`config.mk`:
```
export PLATFORM = sky130hd
export DESIGN_NAME = raid_write_dispatcher
export DESIGN_NICKNAME = d
export VERILOG_FILES = /design/src/rtl/raid_write_dispatcher.sv
export SDC_FILE = /design/constraint.sdc
export NUM_CORES = 1
export LEC_CHECK = 0
export ABC_AREA = 1
export BUFFER_PORTS_ARGS = -buffer_cell sky130_fd_sc_hd__buf_2
export CAP_MARGIN = 15
export CORE_MARGIN = 10
export CORE_UTILIZATION = 45
export CTS_BUF_LIST = sky130_fd_sc_hd__clkbuf_8
export DETAILED_ROUTE_END_ITERATION = 10
export HOLD_SLACK_MARGIN = 0.03
export SYNTH_ARGS = -nofsm -noshare
export SYNTH_HDL_FRONTEND = slang
export SYNTH_SLANG_ARGS = --single-unit
```
`constraint.sdc`:
```
create_clock -name clk -period 4.2 [get_ports clk]
set_input_delay 0.63 -clock clk [delete_from_list [all_inputs] [get_ports clk]]
set_output_delay 0.63 -clock clk [all_outputs]
set_load 0.01 [all_outputs]
```
`src/rtl/raid_write_dispatcher.sv`:
```
// Queues changed RAID stripes and writes D0, D1 and P to the disks one at a time.
// Optional skip counter: define RAID_WRITE_SKIP_CNT_EN to add the skip_cnt port and counter.
module raid_write_dispatcher #(
    parameter int FIFO_DEPTH = 4
) (
    input  logic        clk,
    input  logic        reset,
    input  logic        compare_valid,
    input  logic        equal,
    input  logic [11:0] D0_enc_in,
    input  logic [11:0] D1_enc_in,
    input  logic [11:0] P_in,
    input  logic [7:0]  address_in,
    output logic        busy,
    output logic        disk_wr_en,
    output logic [1:0]  disk_sel,
    output logic [7:0]  disk_addr,
    output logic [11:0] disk_wdata,
    input  logic        disk_wr_ack,
    output logic        write_done,
    output logic        overflow
`ifdef RAID_WRITE_SKIP_CNT_EN
    ,
    output logic [15:0] skip_cnt
`endif
);

    localparam int AW = (FIFO_DEPTH > 1) ? $clog2(FIFO_DEPTH) : 1;
    localparam logic [AW:0] DEPTH_C = (AW+1)'(FIFO_DEPTH);

    typedef struct packed {
        logic [7:0]  addr;
        logic [11:0] d0;
        logic [11:0] d1;
        logic [11:0] p;
    } req_t;

    typedef enum logic [2:0] {
        IDLE  = 3'd0,
        WR_D0 = 3'd1,
        WR_D1 = 3'd2,
        WR_P  = 3'd3,
        DONE  = 3'd4
    } state_t;

    state_t         state_q, state_d;
    req_t           mem_q [FIFO_DEPTH];
    req_t           work_q, work_d;
    logic [AW-1:0]  wr_ptr_q, wr_ptr_d;
    logic [AW-1:0]  rd_ptr_q, rd_ptr_d;
    logic [AW:0]    count_q, count_d;
    logic           overflow_q, overflow_d;
    logic           push_req, push, pop, full, drop;
    req_t           in_req;

    assign in_req   = '{addr: address_in, d0: D0_enc_in, d1: D1_enc_in, p: P_in};
    assign full     = (count_q == DEPTH_C);
    assign busy     = full;
    assign overflow = overflow_q;
    assign push_req = compare_valid & ~equal;
    // A full queue can still take a request when the FSM pops at the same edge.
    assign push     = push_req & (~full | pop);
    assign drop     = push_req & full & ~pop;

    always_comb begin
        state_d    = state_q;
        work_d     = work_q;
        pop        = 1'b0;
        disk_wr_en = 1'b0;
        disk_sel   = 2'd0;
        disk_addr  = 8'd0;
        disk_wdata = 12'd0;
        write_done = 1'b0;
        case (state_q)
            IDLE: begin
                if (count_q != '0) begin
                    pop     = 1'b1;
                    work_d  = mem_q[rd_ptr_q];
                    state_d = WR_D0;
                end
            end
            WR_D0: begin
                disk_wr_en = 1'b1;
                disk_sel   = 2'd0;
                disk_addr  = work_q.addr;
                disk_wdata = work_q.d0;
                if (disk_wr_ack) state_d = WR_D1;
            end
            WR_D1: begin
                disk_wr_en = 1'b1;
                disk_sel   = 2'd1;
                disk_addr  = work_q.addr;
                disk_wdata = work_q.d1;
                if (disk_wr_ack) state_d = WR_P;
            end
            WR_P: begin
                disk_wr_en = 1'b1;
                disk_sel   = 2'd2;
                disk_addr  = work_q.addr;
                disk_wdata = work_q.p;
                if (disk_wr_ack) state_d = DONE;
            end
            DONE: begin
                write_done = 1'b1;
                state_d    = IDLE;
            end
            default: state_d = IDLE;
        endcase
    end

    always_comb begin
        wr_ptr_d   = wr_ptr_q;
        rd_ptr_d   = rd_ptr_q;
        count_d    = count_q;
        overflow_d = overflow_q | drop;
        if (push) wr_ptr_d = wr_ptr_q + AW'(1);
        if (pop)  rd_ptr_d = rd_ptr_q + AW'(1);
        if (push && !pop)      count_d = count_q + (AW+1)'(1);
        else if (pop && !push) count_d = count_q - (AW+1)'(1);
    end

    always_ff @(posedge clk or posedge reset) begin
        if (reset) begin
            state_q    <= IDLE;
            work_q     <= '0;
            wr_ptr_q   <= '0;
            rd_ptr_q   <= '0;
            count_q    <= '0;
            overflow_q <= 1'b0;
        end else begin
            state_q    <= state_d;
            work_q     <= work_d;
            wr_ptr_q   <= wr_ptr_d;
            rd_ptr_q   <= rd_ptr_d;
            count_q    <= count_d;
            overflow_q <= overflow_d;
        end
    end

    // Storage needs no reset: the pointers and count define which entries are live.
    always_ff @(posedge clk) begin
        if (push) mem_q[wr_ptr_q] <= in_req;
    end

`ifdef RAID_WRITE_SKIP_CNT_EN
    logic [15:0] skip_q;

    always_ff @(posedge clk or posedge reset) begin
        if (reset) begin
            skip_q <= 16'd0;
        end else if (compare_valid && equal && skip_q != 16'hFFFF) begin
            skip_q <= skip_q + 16'd1;
        end
    end

    assign skip_cnt = skip_q;
`endif

endmodule

```
==> metrics.yaml, run 1 <==
global_routing:
  grt_util_met1_pct: 20.7
  grt_overflow: 0
  first_global_vias: 6199
  grt_use_total_pct: 15.4
  met3_usage_pct: 3.62
  top_usage_layer: "met2"
  grt_pass1_wl_um: 34200
  grt_max_degree: 90
  antenna_found_initial: 1
  grt_util_met2_pct: 24.3
floorplanning:
  rows: 53
  die_w_um: 166
  ios: 75
  die_y_um: 166
  start_util_pct: 45.6
  core_mm2: 0.0210
  dieArea_mm2: 0.0275
synth:
  synth_top_area_share_pct: 55.3
  synth_area_mm2: 0.00956
  synth_fp_nets: 1004
  yosys-top-cells-count: "584 x nand2_1, 176 x edfxtp_1, 55 x dfrtp_1"
  syn-instance-count: 949
  yosys.area.top_type: "edfxtp_1"
  synth_cell_types: 24
  yosysSeqAreaShare_pct: 69.7
  synthTopCellsByArea: "edfxtp_1 55%, nand2_1 23%, dfrtp_1 14%, buf_2 1.3%, inv_1 1.2%"
  synthArstFlopShare_pct: 23.8
  synth_flop_cell: "edfxtp_1"
  synthMostInstantiatedCell: "nand2_1"
  synth_edf_count: 176
  ys.warnings.count: 0
  syn_area_per_cell_um2: 10.1
  synth-seq-cells: 231
sta:
  finalSetupViolations: 0
  period_needed_ns: 2.77
  worstMarginPinSlew_ns: 0.955
  final_hold_viol_count: 0
  timing.final.crit_share_pct: 66.0
  slew_headroom_pct: 36.4
  skew_ns: 0.0288
  drv_slew: 0
  rsz0062_at_grt: "false"
  tns_ns: 0
  fmax_ghz: 0.361
min_path:
  min_path_type: "input port to async pin"
pwr:
  power.density_mw_per_mm2: 687
  vdd_drop_max_v: 0.000321
  leakagePower_nw: 5.03
clock_tree:
  hold_buffers: 0
  clk_latency_ns: 0.54
  htree_num_levels: 2
  clock_path_buffers: 3
  clock-root-buffer: "clkbuf_8"
  clock_sinks: 231
  postCtsSetupBuffers: 0
  path_clk_slew_ns: 0.06
  cts_made_buffers: 39
  post_cts_resized: 0
  cts_tree: "done"
drt:
  postRouteAntennaNets: 0
  wire_per_inst_um: 15.8
  num_vias: 6225
  viasPerCell: 4.64
  drt_iter0_drc: 375
  drc: 0
  dr.pass1.iters: 5
  routed_wirelength_um: 21300
worst_setup_path:
  slowest_delay_ns: 0.44
  critical_path_class: "flop to primary output"
  cpLargestDelayFamily: "simple AND/OR/NAND/NOR gates"
  crit_fanout: 13
  cp_cell_sequence: "nor2_1 > nand2_1 > inv_1 > nand2_1 > nand3_1 > buf_2"
  timing.critical_path.buf_inv: 2
  cp-start-kind: "flop"
  crit_arrival_ns: 2.14
  crit_slowest_cell: "dfrtp_1"
  end_kind: "primary output"
  cp.required_ns: 3.57
  cp_common_cell: "nand2_1"
finish:
  fin_nets: 1091
  layout-drive-gt1-share_pct: 14.0
  antennaDiodeCount: 0
  postLayoutCoreUtil_pct: 51.9
  syn_to_final_growth_pct: 13.7
placed_design:
  gp_congestion: 0.762
  portBuffers: 74
  hpwl_um: 13000
run:
  cap_violations: 0
outcome:
  outcome: "complete, no violations"
placed cells by master, fill, tap and decap left out:
cell / count
a21oi_1: 3
buf_2: 74
buf_4: 13
clkbuf_8: 42
clkinv_1: 11
clkinv_2: 6
clkinvlp_4: 1
dfrtp_1: 54
dfrtp_2: 1
edfxtp_1: 176
fa_1: 1
ha_1: 5
inv_1: 41
inv_2: 4
inv_4: 1
inv_6: 1
nand2_1: 584
nand2_2: 1
nand3_1: 20
nor2_1: 15
nor2_2: 1
nor2_4: 4
nor3_1: 1
o21ai_0: 1
o21bai_1: 1
xnor2_1: 2
xor2_1: 2
path summary, 6_finish.rpt:
path	start	slack, ns	end	depth (start not counted)
worst max register to register	state_q[0]$_DFFE_PP0P_	1.74	mem_q[0][27]$_DFFE_PP_	6
worst min-delay path	reset	0.27	work_q[40]$_DFFE_PP0N_	2
max in group asynchronous	reset	3.11	work_q[9]$_DFFE_PP0N_	3
worst max-delay path	state_q[0]$_DFFE_PP0P_	1.43	disk_wdata[9]	6
min in group clk	address_in[3]	0.30	mem_q[0][39]$_DFFE_PP_	1
worst min register to register	overflow$_DFF_PP0_	0.47	overflow$_DFF_PP0_	1
cell families after synthesis:
logic type	synth area share (%)
XOR/XNOR	0.366
AO/OA/AOI/OAI	0.288
AND/OR/NAND/NOR	24.9
adder cells (fa/ha/maj)	0.864
buffers and inverters	3.91
flip-flops	69.7
worst reg2reg max path, stage by stage (launching register included):
cell     delay, ns
dfrtp_1       0.44
nor2_1        0.19
nand2_1       0.09
nand2_1       0.14
nand2_1       0.30
nor2_4        0.35
buf_4         0.54
area by class of cell:
class / count / area (µm²)
clock buffers: 42 / 578
clock inverters: 29 / 125
fillers: 1955 / 10100
inverters: 36 / 138
multi-input cells: 641 / 2560
flip-flops and latches: 231 / 6660
well taps: 275 / 344
repair buffers: 87 / 468
registers in the layout (all words and copies together), names as in the netlist:
| name | count |
|---|---|
| state_q | 3 |
| count_q | 3 |
| overflow | 1 |
| wr_ptr_q | 2 |
| mem_q | 176 |
| rd_ptr_q | 2 |
| work_q | 44 |
power by group:
group	total, mW	switching (mW)	internal, mW	leakage, nW
clock network	1.78	0.857	0.926	0.404
registers	3.13	0.235	2.90	2.28
logic	2.55	1.79	0.762	2.34
metal layers:
layer	vias to the layer above	part of all wire, %
met5	-	0
met4	0	1.5
met3	25	5.1
met2	131	47
met1	2880	47
li1	3189	-
stage by stage:
step / area (µm²) / hold WS (ns) / setup slack [ns] / instances / total power, mW
CTS: 10900 / 0.275 / 1.38 / 1341 / 7.58
global placement: 10200 / 0.456 / 1.62 / 1270 / 5.75
finish: 10900 / 0.274 / 1.43 / 1341 / 7.47
global route: 10900 / 0.279 / 1.30 / 1341 / 8.08
detailed placement: 10200 / 0.458 / 1.62 / 1270 / 5.77
floorplan: 9560 / 0.449 / 0.893 / 949 / 5.00
No activity file was read; power rests on OpenSTA's default activity.
==> run 2, diff against run 1 <==
--- a/config.mk
+++ b/config.mk
@@ -5,7 +5,7 @@
 export SDC_FILE = /design/constraint.sdc
 export NUM_CORES = 1
 export LEC_CHECK = 0
-export ABC_AREA = 1
+export ABC_AREA = 0
 export BUFFER_PORTS_ARGS = -buffer_cell sky130_fd_sc_hd__buf_2
 export CAP_MARGIN = 15
 export CORE_MARGIN = 10
==> constraint.sdc (replaced) <==
create_clock -name clk -period 2.62 [get_ports clk]
set_input_delay 0.393 -clock clk [delete_from_list [all_inputs] [get_ports clk]]
set_output_delay 0.393 -clock clk [all_outputs]
set_load 0.01 [all_outputs]
==> run 2 against run 1 <==
Count of clock-buffer cells in the layout is 1 higher; first-iteration DRC count is 34% lower; global-route usage is 1.9 points lower; utilization is 2.0 points higher; routed wire length is 19% lower; final area is 3.0% lower; worst hold slack worse by 0.20 ns; total power is 59% higher.
==> metrics.yaml, run 2 <==
outcome:
  outcome: "complete, no violations"
finish:
  top_register: "mem_q"
  layout-drive-gt1-share_pct: 44.4
  multi_input_area_mm2: 0.00219
  fillers: 1596
  layout_commonest_cell: "edfxtp_1"
  fin_nets: 600
  top_regs: "mem_q x176, work_q x44"
  antennaDiodeCount: 0
  syn_to_final_growth_pct: 17.0
  largest_reg_flops: 176
  postLayoutCoreUtil_pct: 53.8
  final_cell_mix: "176 x edfxtp_1, 74 x buf_2, 57 x mux2_2"
  seq_area_mm2: 0.00666
worst_setup_path:
  crit_fanout: 18
  r2r_slack_ns: 0.47
  r2r-end: "count_q[2]$_DFFE_PP0P_"
  critical_path_class: "flop to primary output"
  crit_arrival_ns: 1.98
  cp-start-kind: "flop"
  cp_common_cell: "nor2_1"
  reg2reg_depth: 8
  end_kind: "primary output"
  cp.required_ns: 2.23
  cp-startpoint: "state_q[1]$_DFFE_PP0P_"
  slowest_delay_ns: 0.38
  crit_slowest_cell: "nor2_1"
  cp_cell_sequence: "buf_4 > nor2_1 > nor2_1 > and2_1 > buf_2"
  r2r-start: "state_q[2]$_DFFE_PP0P_"
floorplanning:
  die_y_um: 162
  die_w_um: 162
  start_util_pct: 46.0
  ios: 75
  rows: 51
  dieArea_mm2: 0.0261
  core_mm2: 0.0196
sta:
  rsz0062_at_grt: "false"
  drv_slew: 0
  layout_setup_ws_ns: 0.245
  finalSetupViolations: 0
  worstMarginPinSlew_ns: 0.653
  fin_hold_ws_ns: 0.0693
  tns_ns: 0
  slew_headroom_pct: 56.5
  timing.final.crit_share_pct: 90.7
  final_hold_viol_count: 0
  period_needed_ns: 2.38
  skew_ns: 0.0235
  fmax_ghz: 0.421
synth:
  yosysSeqAreaShare_pct: 73.9
  ys.warnings.count: 0
  syn_area_per_cell_um2: 20.8
  synth_flop_cell: "edfxtp_1"
  synth-simple-area-share_pct: 2.80
  synth_edf_count: 176
  synthTopCellsByArea: "edfxtp_1 59%, dfrtp_1 15%, mux4_2 10%, mux2_2 7.1%, a22oi_1 1.0%"
  yosys.area.top_type: "edfxtp_1"
  muxShareOfSynthArea_pct: 18.4
  synth_top_family_by_area: "multiplexers"
  synth_xor_area_share_pct: 0.680
  synth-compound-area-share_pct: 1.43
  synth_area_mm2: 0.00901
  synth_cell_types: 30
  synth_top_area_share_pct: 58.6
  synth_fa_ha_area_share_pct: 0.916
  syn-instance-count: 434
  synthMostInstantiatedCell: "edfxtp_1"
  synthArstFlopShare_pct: 23.8
  synth_fp_nets: 489
  synth-seq-cells: 231
  yosys-top-cells-count: "176 x edfxtp_1, 57 x mux2_2, 55 x dfrtp_1"
pwr:
  vdd_drop_max_v: 0.000616
  power.density_mw_per_mm2: 1130
  leakagePower_nw: 3.85
min_path:
  hold_end: "mem_q[0][9]$_DFFE_PP_"
  min_from: "P_in[9]"
  min_path_type: "input port to flop"
  min_path_cells: 1
clock_tree:
  post_cts_resized: 0
  clock_path_buffers: 3
  path_clk_slew_ns: 0.06
  postCtsSetupBuffers: 0
  clock_sinks: 231
  hold_buffers: 1
  htree_num_levels: 2
  cts_tree: "done"
  cts_made_buffers: 39
  clk_latency_ns: 0.53
  clock-root-buffer: "clkbuf_8"
drt:
  viasPerCell: 5.23
  drt_iter0_drc: 248
  dr.pass1.iters: 4
  num_vias: 4401
  drc: 0
  routed_wirelength_um: 17200
  postRouteAntennaNets: 0
  wire_per_inst_um: 20.5
global_routing:
  antenna_found_initial: 0
  first_global_vias: 4921
  grt_overflow: 0
  grt_max_degree: 46
  grt_pass1_wl_um: 27300
  grt_use_total_pct: 13.5
placed_design:
  gp_congestion: 0.719
  place_ws_ns: 0.453
  portBuffers: 74
  hpwl_um: 10500
run:
  cap_violations: 0
==> run 2: layout make-up <==
cell class | count | area share, %
Multi-Input combinational cell | 175 | 20.7
Sequential cell | 231 | 63.2
Clock inverter | 29 | 1.49
Tap cell | 265 | 3.14
Inverter | 6 | 0.213
Timing Repair Buffer | 92 | 5.65
Clock buffer | 43 | 5.61
==> run 2: metal layers <==
metal,GRT usage (%),wire length [µm],up-vias
li1,-,-,1943
met1,16.7,7290,2314
met2,22.3,8680,115
met3,3.66,972,29
met4,4.67,297,0
met5,0,0,-
==> run 2: per-stage QoR <==
step	instances	instance area, µm²	power, mW
after floorplan	434	9010	7.89
after global placement	768	9790	8.97
after detailed placement	768	9790	9.05
after CTS	841	10500	12.1
after global routing	841	10500	12.6
final	841	10500	11.9
==> run 2: cells by family after synthesis <==
kind of cell | Yosys count
DFF | 231
muxes | 102
and+or+nand+nor | 44
buffers and inverters | 28
AOI/OAI and AO/OA | 16
xor gates and xnor gates | 7
adders and majority gates | 6
==> run 2: report_power, final <==
group / internal, mW / leakage (nW) / switching [mW] / total, mW
registers: 4.73 / 2.24 / 0.385 / 5.12
logic: 1.97 / 1.20 / 1.80 / 3.76
clock network: 1.62 / 0.413 / 1.37 / 2.99
==> run 2: worst max-delay path, delay by kind of cell, from the launching register on <==
| family | cells | cell delay, ns |
|---|---|---|
| and+or+nand+nor | 3 | 0.66 |
| DFF | 1 | 0.35 |
| buffers and inverters | 2 | 0.44 |
==> run 2: how the worst max path moves through the flow <==
| stage | slack [ns] | end | cells after the start |
|---|---|---|---|
| floorplan | 0.01 | mem_q[0][0]$_DFFE_PP_ | 4 |
| global placement | 0.50 | count_q[2]$_DFFE_PP0P_ | 8 |
| detailed placement | 0.45 | count_q[2]$_DFFE_PP0P_ | 8 |
| CTS | 0.17 | disk_addr[7] | 5 |
| global route | 0.08 | disk_addr[7] | 5 |
| finish | 0.24 | disk_addr[7] | 5 |
==> run 3, diff against run 2 <==
--- a/config.mk
+++ b/config.mk
@@ -13,6 +13,7 @@
 export CTS_BUF_LIST = sky130_fd_sc_hd__clkbuf_8
 export DETAILED_ROUTE_END_ITERATION = 10
 export HOLD_SLACK_MARGIN = 0.03
+export MAX_ROUTING_LAYER = met4
 export SYNTH_ARGS = -nofsm -noshare
 export SYNTH_HDL_FRONTEND = slang
 export SYNTH_SLANG_ARGS = --single-unit
==> run 3 against run 2 <==
Global-route usage grew 0.38 points; clock skew grew 0.00090 ns; total power is essentially flat; critical path type unchanged; highest routed layer unchanged.
==> metrics.yaml, run 3 (same netlist as run 2, synthesis figures left out) <==
finish:
  layout_commonest_cell: "edfxtp_1"
  final_cell_count_no_fill: 841
  layout-drive-gt1-share_pct: 44.4
  top_register: "mem_q"
  fillers: 1596
  antennaDiodeCount: 0
  fin_nets: 600
  final_cell_mix: "176 x edfxtp_1, 74 x buf_2, 57 x mux2_2"
  fin_area_mm2: 0.0105
  largest_reg_flops: 176
  top_regs: "mem_q x176, work_q x44"
  syn_to_final_growth_pct: 17.0
placed_design:
  hpwl_um: 10500
  gp_congestion: 0.728
  portBuffers: 74
  placed_cells: 768
  dpl_cell_area_mm2: 0.00979
sta:
  rsz0062_at_grt: "false"
  timing.final.crit_share_pct: 90.8
  skew_ns: 0.0244
  drv_slew: 0
  worstMarginPinSlew_ns: 0.661
  finalSetupViolations: 0
  slew_headroom_pct: 55.9
  fmax_ghz: 0.421
  tns_ns: 0
  period_needed_ns: 2.38
  final_hold_viol_count: 0
clock_tree:
  clock_sinks: 231
  postCtsSetupBuffers: 0
  clk_latency_ns: 0.53
  path_clk_slew_ns: 0.06
  htree_num_levels: 2
  cts_tree: "done"
  clock_path_buffers: 3
  cts_made_buffers: 39
  clock-root-buffer: "clkbuf_8"
worst_setup_path:
  r2r-end: "count_q[2]$_DFFE_PP0P_"
  r2r-start: "state_q[2]$_DFFE_PP0P_"
  critical_path_class: "flop to primary output"
  cp-startpoint: "state_q[1]$_DFFE_PP0P_"
  crit_fanout: 18
  reg2reg_depth: 8
  cp-start-kind: "flop"
  cp.required_ns: 2.23
  r2r_slack_ns: 0.47
  crit_arrival_ns: 1.98
  end_kind: "primary output"
drt:
  dr.pass1.iters: 4
  drc: 0
  drt_iter0_drc: 201
  viasPerCell: 5.22
  num_vias: 4387
  postRouteAntennaNets: 0
  wire_per_inst_um: 20.5
  routed_wirelength_um: 17300
global_routing:
  grt_pass1_wl_um: 27300
  first_global_vias: 4922
  grt_max_degree: 46
  grt_use_total_pct: 13.9
  antenna_found_initial: 0
  grt_overflow: 0
pwr:
  leakagePower_nw: 3.85
  power.density_mw_per_mm2: 1130
  vdd_drop_max_v: 0.000619
min_path:
  min_from: "P_in[9]"
  min_path_type: "input port to flop"
  hold_end: "mem_q[0][9]$_DFFE_PP_"
  min_path_cells: 1
floorplanning:
  die_y_um: 162
  ios: 75
  die_w_um: 162
  rows: 51
  dieArea_mm2: 0.0261
  core_mm2: 0.0196
  start_util_pct: 46.0
outcome:
  outcome: "complete, no violations"
run:
  cap_violations: 0
[run 3: cell counts in the layout (fill, tap and decap cells not counted)]
Identical to the previous run, type by type.
[run 3: critical path: stages (launching register included)]
cell	delay [ns]
dfrtp_1	0.35
buf_4	0.30
nor2_1	0.08
nor2_1	0.39
and2_1	0.20
buf_2	0.14
[run 3: routing by layer]
layer / track usage (%) / up-vias / wire (µm)
li1: - / 1943 / -
met1: 16.8 / 2314 / 7440
met2: 22.4 / 103 / 8750
met3: 3.41 / 27 / 813
met4: 4.67 / 0 / 267
met5: - / - / 0
[run 3: layout make-up]
class	instances	area, µm²	share of cell area (%)
well taps	265	332	3.14
clock inverters	29	158	1.49
repair buffers	92	596	5.65
clock buffers	43	592	5.61
inverters	6	22.5	0.213
flip-flops and latches	231	6660	63.2
multi-input cells	175	2190	20.7
[run 3: worst max path at each step]
stage,end,slack (ns)
3_5_place_dp,count_q[2]$_DFFE_PP0P_,0.45
2_1_floorplan,mem_q[0][0]$_DFFE_PP_,0.01
4_1_cts,disk_addr[7],0.17
6_report,disk_addr[7],0.24
3_3_place_gp,count_q[2]$_DFFE_PP0P_,0.50
5_1_grt,disk_addr[7],0.08
[run 3: report_power, final]
part	switching (mW)	total, mW	internal, mW
Combinational	1.80	3.77	1.97
Sequential	0.388	5.12	4.73
Clock	1.37	2.99	1.62
Total	3.56	11.9	8.31
[run 3: stage by stage]
stage                     utilization, %  hold slack, ns  total power [mW]  worst slack [ns]
final                               53.8          0.0697              11.9             0.242
after global routing                53.8          0.0560              12.6            0.0771
after CTS                           53.8          0.0331              12.1             0.174
after detailed placement            50.0           0.462              9.05             0.453
after global placement              50.0           0.457              8.97             0.501
after floorplan                        -           0.455              7.89            0.0131
[run 3: repair_timing]
action,4_1_cts,5_1_grt
resized for setup,0,0
hold endpoints to repair,25,0
hold buffers,1,0
